[src/rtl/pool_window_buffer.sv]
// Collects a row-major pixel stream into non-overlapping 2x2 windows for the max-pool stage.
// Latency: window registered on the edge accepting its bottom-right pixel; no backpressure.
module pool_window_buffer #(
    parameter int DATA_W = 8,
    parameter int IMG_W  = 8,
    parameter int IMG_H  = 8
) (
    input  logic                     clk,
    input  logic                     rst_n,
    input  logic                     frame_start,
    input  logic signed [DATA_W-1:0] pix_in,
    input  logic                     pix_valid,
    output logic signed [DATA_W-1:0] win_a,
    output logic signed [DATA_W-1:0] win_b,
    output logic signed [DATA_W-1:0] win_c,
    output logic signed [DATA_W-1:0] win_d,
    output logic                     win_valid,
    output logic                     frame_done
);
    localparam int CW = (IMG_W > 1) ? $clog2(IMG_W) : 1;
    localparam int RW = (IMG_H > 1) ? $clog2(IMG_H) : 1;
    localparam logic [CW-1:0] COL_LAST = CW'(IMG_W - 1);
    localparam logic [RW-1:0] ROW_LAST = RW'(IMG_H - 1);
    localparam logic [CW-1:0] COL_ONE  = CW'(1);
    localparam logic [RW-1:0] ROW_ONE  = RW'(1);

    logic [CW-1:0]              col_q, col_d, cur_col;
    logic [RW-1:0]              row_q, row_d, cur_row;
    logic signed [DATA_W-1:0]   held_q, held_d;
    logic signed [DATA_W-1:0]   wa_q, wa_d, wb_q, wb_d, wc_q, wc_d, wd_q, wd_d;
    logic                       win_valid_q, win_valid_d;
    logic                       frame_done_q, frame_done_d;
    logic                       lb_we;
    logic signed [DATA_W-1:0]   line_buf [IMG_W];

    always_comb begin
        col_d        = col_q;
        row_d        = row_q;
        held_d       = held_q;
        wa_d         = wa_q;
        wb_d         = wb_q;
        wc_d         = wc_q;
        wd_d         = wd_q;
        win_valid_d  = 1'b0;
        frame_done_d = 1'b0;
        lb_we        = 1'b0;
        // A restart coinciding with a pixel makes that pixel (0,0).
        cur_col      = frame_start ? '0 : col_q;
        cur_row      = frame_start ? '0 : row_q;

        if (frame_start) begin
            col_d = '0;
            row_d = '0;
        end

        if (pix_valid) begin
            if (!cur_row[0]) begin
                lb_we = 1'b1;
            end else if (!cur_col[0]) begin
                held_d = pix_in;
            end else begin
                wa_d         = line_buf[cur_col & ~COL_ONE];
                wb_d         = line_buf[cur_col];
                wc_d         = held_q;
                wd_d         = pix_in;
                win_valid_d  = 1'b1;
                frame_done_d = (cur_row == ROW_LAST) && (cur_col == COL_LAST);
            end

            if (cur_col == COL_LAST) begin
                col_d = '0;
                row_d = (cur_row == ROW_LAST) ? '0 : cur_row + ROW_ONE;
            end else begin
                col_d = cur_col + COL_ONE;
                row_d = cur_row;
            end
        end
    end

    always_ff @(posedge clk or negedge rst_n) begin
        if (!rst_n) begin
            col_q        <= '0;
            row_q        <= '0;
            held_q       <= '0;
            wa_q         <= '0;
            wb_q         <= '0;
            wc_q         <= '0;
            wd_q         <= '0;
            win_valid_q  <= 1'b0;
            frame_done_q <= 1'b0;
        end else begin
            col_q        <= col_d;
            row_q        <= row_d;
            held_q       <= held_d;
            wa_q         <= wa_d;
            wb_q         <= wb_d;
            wc_q         <= wc_d;
            wd_q         <= wd_d;
            win_valid_q  <= win_valid_d;
            frame_done_q <= frame_done_d;
        end
    end

    // Line buffer contents are don't-care after reset, so no reset here.
    always_ff @(posedge clk) begin
        if (lb_we) begin
            line_buf[cur_col] <= pix_in;
        end
    end

    assign win_a      = wa_q;
    assign win_b      = wb_q;
    assign win_c      = wc_q;
    assign win_d      = wd_q;
    assign win_valid  = win_valid_q;
    assign frame_done = frame_done_q;
endmodule

[config.mk]
export PLATFORM = sky130hd
export DESIGN_NAME = pool_window_buffer
export DESIGN_NICKNAME = d
export VERILOG_FILES = /design/src/rtl/pool_window_buffer.sv
export SDC_FILE = /design/constraint.sdc
export NUM_CORES = 1
export LEC_CHECK = 0
export ABC_AREA = 1
export ABC_CLOCK_PERIOD_IN_PS = 1700
export CAP_MARGIN = 25
export CORE_MARGIN = 1
export CORE_UTILIZATION = 30
export DETAILED_ROUTE_END_ITERATION = 10
export HOLD_SLACK_MARGIN = 0.02
export PLACE_DENSITY = 0.55
export SYNTH_ARGS = -nofsm -noshare
export SYNTH_HDL_FRONTEND = slang
export SYNTH_SLANG_ARGS = --single-unit
[constraint.sdc]
create_clock -name clk -period 1.7 [get_ports clk]
set_clock_uncertainty 0.1 [all_clocks]
set_input_delay 0.255 -clock clk [delete_from_list [all_inputs] [get_ports clk]]
set_output_delay 0.255 -clock clk [all_outputs]
set_load 0.005 [all_outputs]
# Word-level counts from Yosys, hierarchy flattened
# Memory sizes are Yosys's and may differ from the RTL's. A register that Yosys moved wholly into a read port is not among the register bits.
# Cells that the tools add are included.
[classes] n_addsub=2 n_eq_ne=2 n_mux=17 bitwise=1 reduce_logical=5
[ops] op="2-to-1 mux 3 bit" n=7
[ops] op="2-to-1 mux 1 bit" n=10
[ops] op="adder 3 x 1 -> 3 bit (second input constant)" n=2
[ops] op="== test 3 bit (second input constant)" n=2
[ops] op="AND reduction 3 bit" n=2
[ops] op="logical NOT 1 bit" n=2
[ops] op="logical AND 1 bit" n=1
[ops] op="NOT 1 bit" n=1
[word_totals] register_bits=32 ram_bits=64 input_bits=12 output_inout_bits=34 elab_cells=35 n_memories=1
[mem_list] name="line_buf" depth=8 width=8 rd=2 rd_clocked_by_memory_dff=2 write_ports=1 line_no="34" text="logic signed [DATA_W-1:0] line_buf [IMG_W];"

# Logic depth before layout (Yosys ltp)
[logic_depth] depth_word=6 ltp_mapped=10 ltp_nobuf=8

# Worst setup path before layout
# Ideal clock, no wire load.
[synth_timing] path_type="register -> register" startpoint="register col_q[0]" endpoint="register wb_q[2], in the netlist win_b[2], read port of line_buf" setup_ps=116 t_arrival_ps=1611 required_time_ps=1484 setup_slack_ps=-127 path_stages_with_launch=11 n_path_buf=2 period_less_slack_ps=1827 path_cell_list="dfrtp_1 > buf_4 > inv_1 > nor2_2 > ha_1 > inv_1 > nor2_2 > buf_2 > o21ai_0 > nor2_1 > nor2_2"
[synth_via] elab_chain_cells=2
[synth_rtl] item="start, declared" line_no="27" text="logic [CW-1:0] col_q, col_d, cur_col;"
[synth_rtl] item="start signal, assigned" line_no="92" text="col_q <= col_d;"
[synth_rtl] item="2-to-1 mux 3 bit *"
[synth_rtl] item="AND reduction 3 bit (no line)"
[synth_rtl] item="end, declared" line_no="30" text="logic signed [DATA_W-1:0] wa_q, wa_d, wb_q, wb_d, wc_q, wc_d, wd_q, wd_d;"
# Every way passes the cells marked *; elsewhere a longest branch is shown, timed or not.
# A chain may end at the register's enable or synchronous reset.

# Worst setup path after layout
[layout_timing] startpoint="register col_q[0]" endpoint="register wb_q[6], in the netlist win_b[6], read port of line_buf"
# The elaborated chain is that of the path after synthesis.

==> out/summary.md <==
The flow ran to the end, and the final reports show no timing, DRC or antenna violations. The run gives 0 as the number of antenna violations at the first check in global routing. The tools report the startpoint of the worst hold path as pix_valid. The library cell contributing the largest single delay on the critical path was dfrtp_1. Yosys attributes the largest share of cell area to edfxtp_1, dfrtp_1, nand2_1, inv_1, nand3_1. At the pin with the least slew margin, the transition time is 0.443 ns.

In this run, the number of DRC markers left after iteration 0 of detailed routing was 215. Across the VDD grid, the largest voltage drop is 0.459 mV. The tool flagged a number of max-cap violations equal to 0.

The area taken by multi-input logic gates was 0.00144 mm2. After legalization and detailed placement, the total HPWL measured 9400 um. At the worst endpoint, the required time is 1.85 ns. The H-tree generated during clock tree synthesis spans 3 levels. Of the available clock period, the critical path in the final layout requires 96.1%. In the routed design, unresolved DRC markers number 0. The final RePlAce weighted congestion is 0.889, and the wire length of the first global-routing pass is 19,700 um.

In this run the static leakage power is 0.00296 uW. The tools report the number of instances in the synthesized netlist as 516. The Yosys step of the flow raised 0 warnings.

The tools report the number of buffers on the longest clock path as 2. Top cell type by total area after synthesis: edfxtp_1. The logs give 62.6% for the post-synthesis sequential area ratio and 621 for the count of nets after finishing. For the worst-case setup margin in the final layout, the log shows 0.0669 ns.

The critical path starts at col_q[0]. The tightest slew margin relative to the limit is 70.4%. Before antenna repair, the detailed router went through 5 iterations. After detailed routing, the average wire length per cell comes to 15.2 um.

Final-report max-slew violation count: 0. The die is 131 um tall. The critical path start-end classification is register to register.

Across all layers, the routed design uses 3,665 vias. The tree is rooted in a clkbuf_16. The netlist uses 27 different library cells.

For this design, the sink count on the clock tree is 112. The tools report the overall routed net length as 12,500 um. In this run the standard cell core region covers 0.0161 mm2.

In this run the critical register-to-register path is launched from col_q[0]. The top-area cell type share of the netlist area came out at 38.5%. The layout has 1,547 filler cells. Entering global routing, the biggest net connects 33 pins.

The kind of cell adding the most delay to the critical path was simple AND/OR/NAND/NOR gates. The leading cell type in the layout, fill and taps excluded is nand2_1. Post-synthesis to final-layout area growth: 29.6%. The tools report the overall die area as 0.0171 mm2.

Dividing the detail-routed via count by the number of cells gives 4.45. Adding up every negative setup slack in the final design gives 0 ns. For this configuration, the core starts out at a cell density of 31.1%. Traced cell by cell, the critical path runs through inv_2 > nor2_4 > ha_4 > inv_2 > nor2_4 > buf_12 > clkbuf_16 > o21ai_1 > nor2_2 > nor2_1. In the global route stage, overall resource usage came out at 16.0%. The count of buffers added on input and output ports is 45. Power spread over the standard cell area amounts to 870 mW/mm2. TritonCTS built the clock tree. The floorplan has 46 rows.

The library cells used most frequently in the layout, excluding fill and tap cells, are nand2_1, inv_1, edfxtp_1. The critical path startpoint category is a register. The die is 131 um wide.

The number of nets still failing antenna checks after routing was 0; the maximum fanout encountered on the critical timing path was 4. Registers take 0.00312 mm2. Setup violations remaining at the end of the flow were counted as 0. For the synthesized net count, the log shows 534. The final global-route overflow total is 0. The class of the most critical hold timing path was input port to register. After synthesis the netlist holds a flip-flop and latch count of 112. The count of inserted antenna diode cells was 0; the number of clock buffers inserted by TritonCTS was 9. For this run, the slowest stage of the critical path takes 0.39 ns.

Kind of end point of the critical path: a register. The synthesized area per cell came out at 9.67 um2. For the worst setup timing slack at the placement stage, the log shows -0.414 ns. Clock latency on the worst-skew pair, taken at its later pin, is 0.36 ns. The run gives 0 as the hold violation total from the final report.

The run gives 5620 uW as the total power after layout. The clock transition at the registers of the reported paths was 0.08 ns. The critical path contains buffers and inverters numbering 4 combined.

At the worst endpoint, the arrival time is 1.79 ns. The total standard cell area after synthesis is 0.00499 mm2, and the ratio of cells with drive above 1 in the final layout is 17.6%. For this design the top-level I/O count stands at 46.

Post-route minimum period: 1.63 ns. Derived from the worst setup path, the maximum achievable clock frequency is 612 MHz. Number of global-route vias before repair: 3,600.
==> power breakdown <==
| part | internal, uW | switching (uW) | total (uW) | leakage (uW) |
|---|---|---|---|---|
| Clock | 1180 | 984 | 2160 | 0.000152 |
| Sequential | 2920 | 24.4 | 2950 | 0.00125 |
| Combinational | 190 | 321 | 511 | 0.00156 |
| Total | 4290 | 1330 | 5620 | 0.00296 |
==> per-layer routing <==
layer / global-route usage, % / wire (um)
met1: 21.0 / 5700
met2: 25.8 / 6050
met3: 2.77 / 466
met4: 7.10 / 290
met5: 0 / 0
==> sequential cells by signal, summed over array words and instances (netlist names) <==
signal      cells
col_q           3
frame_done      1
held_q          8
line_buf       64
row_q           3
win_a           8
win_b           8
win_c           8
win_d           8
win_valid       1
==> synth_stat cells (all sizes together) <==
library cell,count
inv,88
or2,8
mux2,2
nand2,155
nand4,8
ha,6
dfrtp,48
edfxtp,64
o21ai,27
nand3,48
nor2,41
nor3b,1
clkbuf,3
xor2,1
buf,16
==> worst paths after layout <==
check / cells after the start / endpoint / slack [ns]
hold / removal: 2 / col_q[1] / 0.21
hold reg to reg: 2 / win_c[6] / 0.37
max in group asynchronous: 3 / win_a[1] / 0.75
setup / recovery: 10 / win_b[6] / 0.07
setup reg to reg: 10 / win_b[6] / 0.07
min in group asynchronous: 2 / win_valid / 0.24
==> logic make-up (layout without fill, tap and decap cells) <==
| group | Yosys count | count (layout) | share of synthesized area, % |
|---|---|---|---|
| compound gates | 27 | 27 | 2.78 |
| xor+xnor | 1 | 1 | 0.176 |
| fa+ha+maj | 6 | 6 | 1.51 |
| buf+inv | 107 | 199 | 9.51 |
| flops | 112 | 112 | 62.6 |
| mux | 2 | 2 | 0.452 |
| simple gates | 261 | 261 | 23.0 |
==> layout make-up <==
type                            instances  share of cell area [%]
Multi-Input combinational cell        297                    22.3
Inverter                               88                    5.11
Tap cell                              216                    4.18
Clock inverter                          5                   0.542
Sequential cell                       112                    48.3
Timing Repair Buffer                   95                    15.3
Clock buffer                           11                    4.26
==> timing repair <==
item                       4_1_cts  5_1_grt
hold buffers                     1        0
setup endpoints to repair       56       76
pin swaps                        0        6
gates cloned                     0        2
hold endpoints to repair        16        0
resized for setup                1       14
setup buffers                    0        1
==> worst reg2reg max path: cells and delay by family, from the launching register on <==
family	cells	cell delay, ns
buffers and inverters	4	0.36
DFF	1	0.39
AOI/OAI and AO/OA	1	0.07
and+or+nand+nor	4	0.46
adders and majority gates	1	0.15
==> stage by stage <==
stage | instances | util (%) | hold WS [ns] | area [um2]
after floorplan | 516 | - | -0.141 | 5020
after global placement | 804 | 37.6 | 0.0998 | 6040
after detailed placement | 804 | 37.6 | 0.110 | 6040
after CTS | 821 | 39.6 | 0.248 | 6360
after global routing | 824 | 40.2 | 0.257 | 6460
final | 824 | 40.2 | 0.211 | 6460
Power figures use the tool's default switching activity.
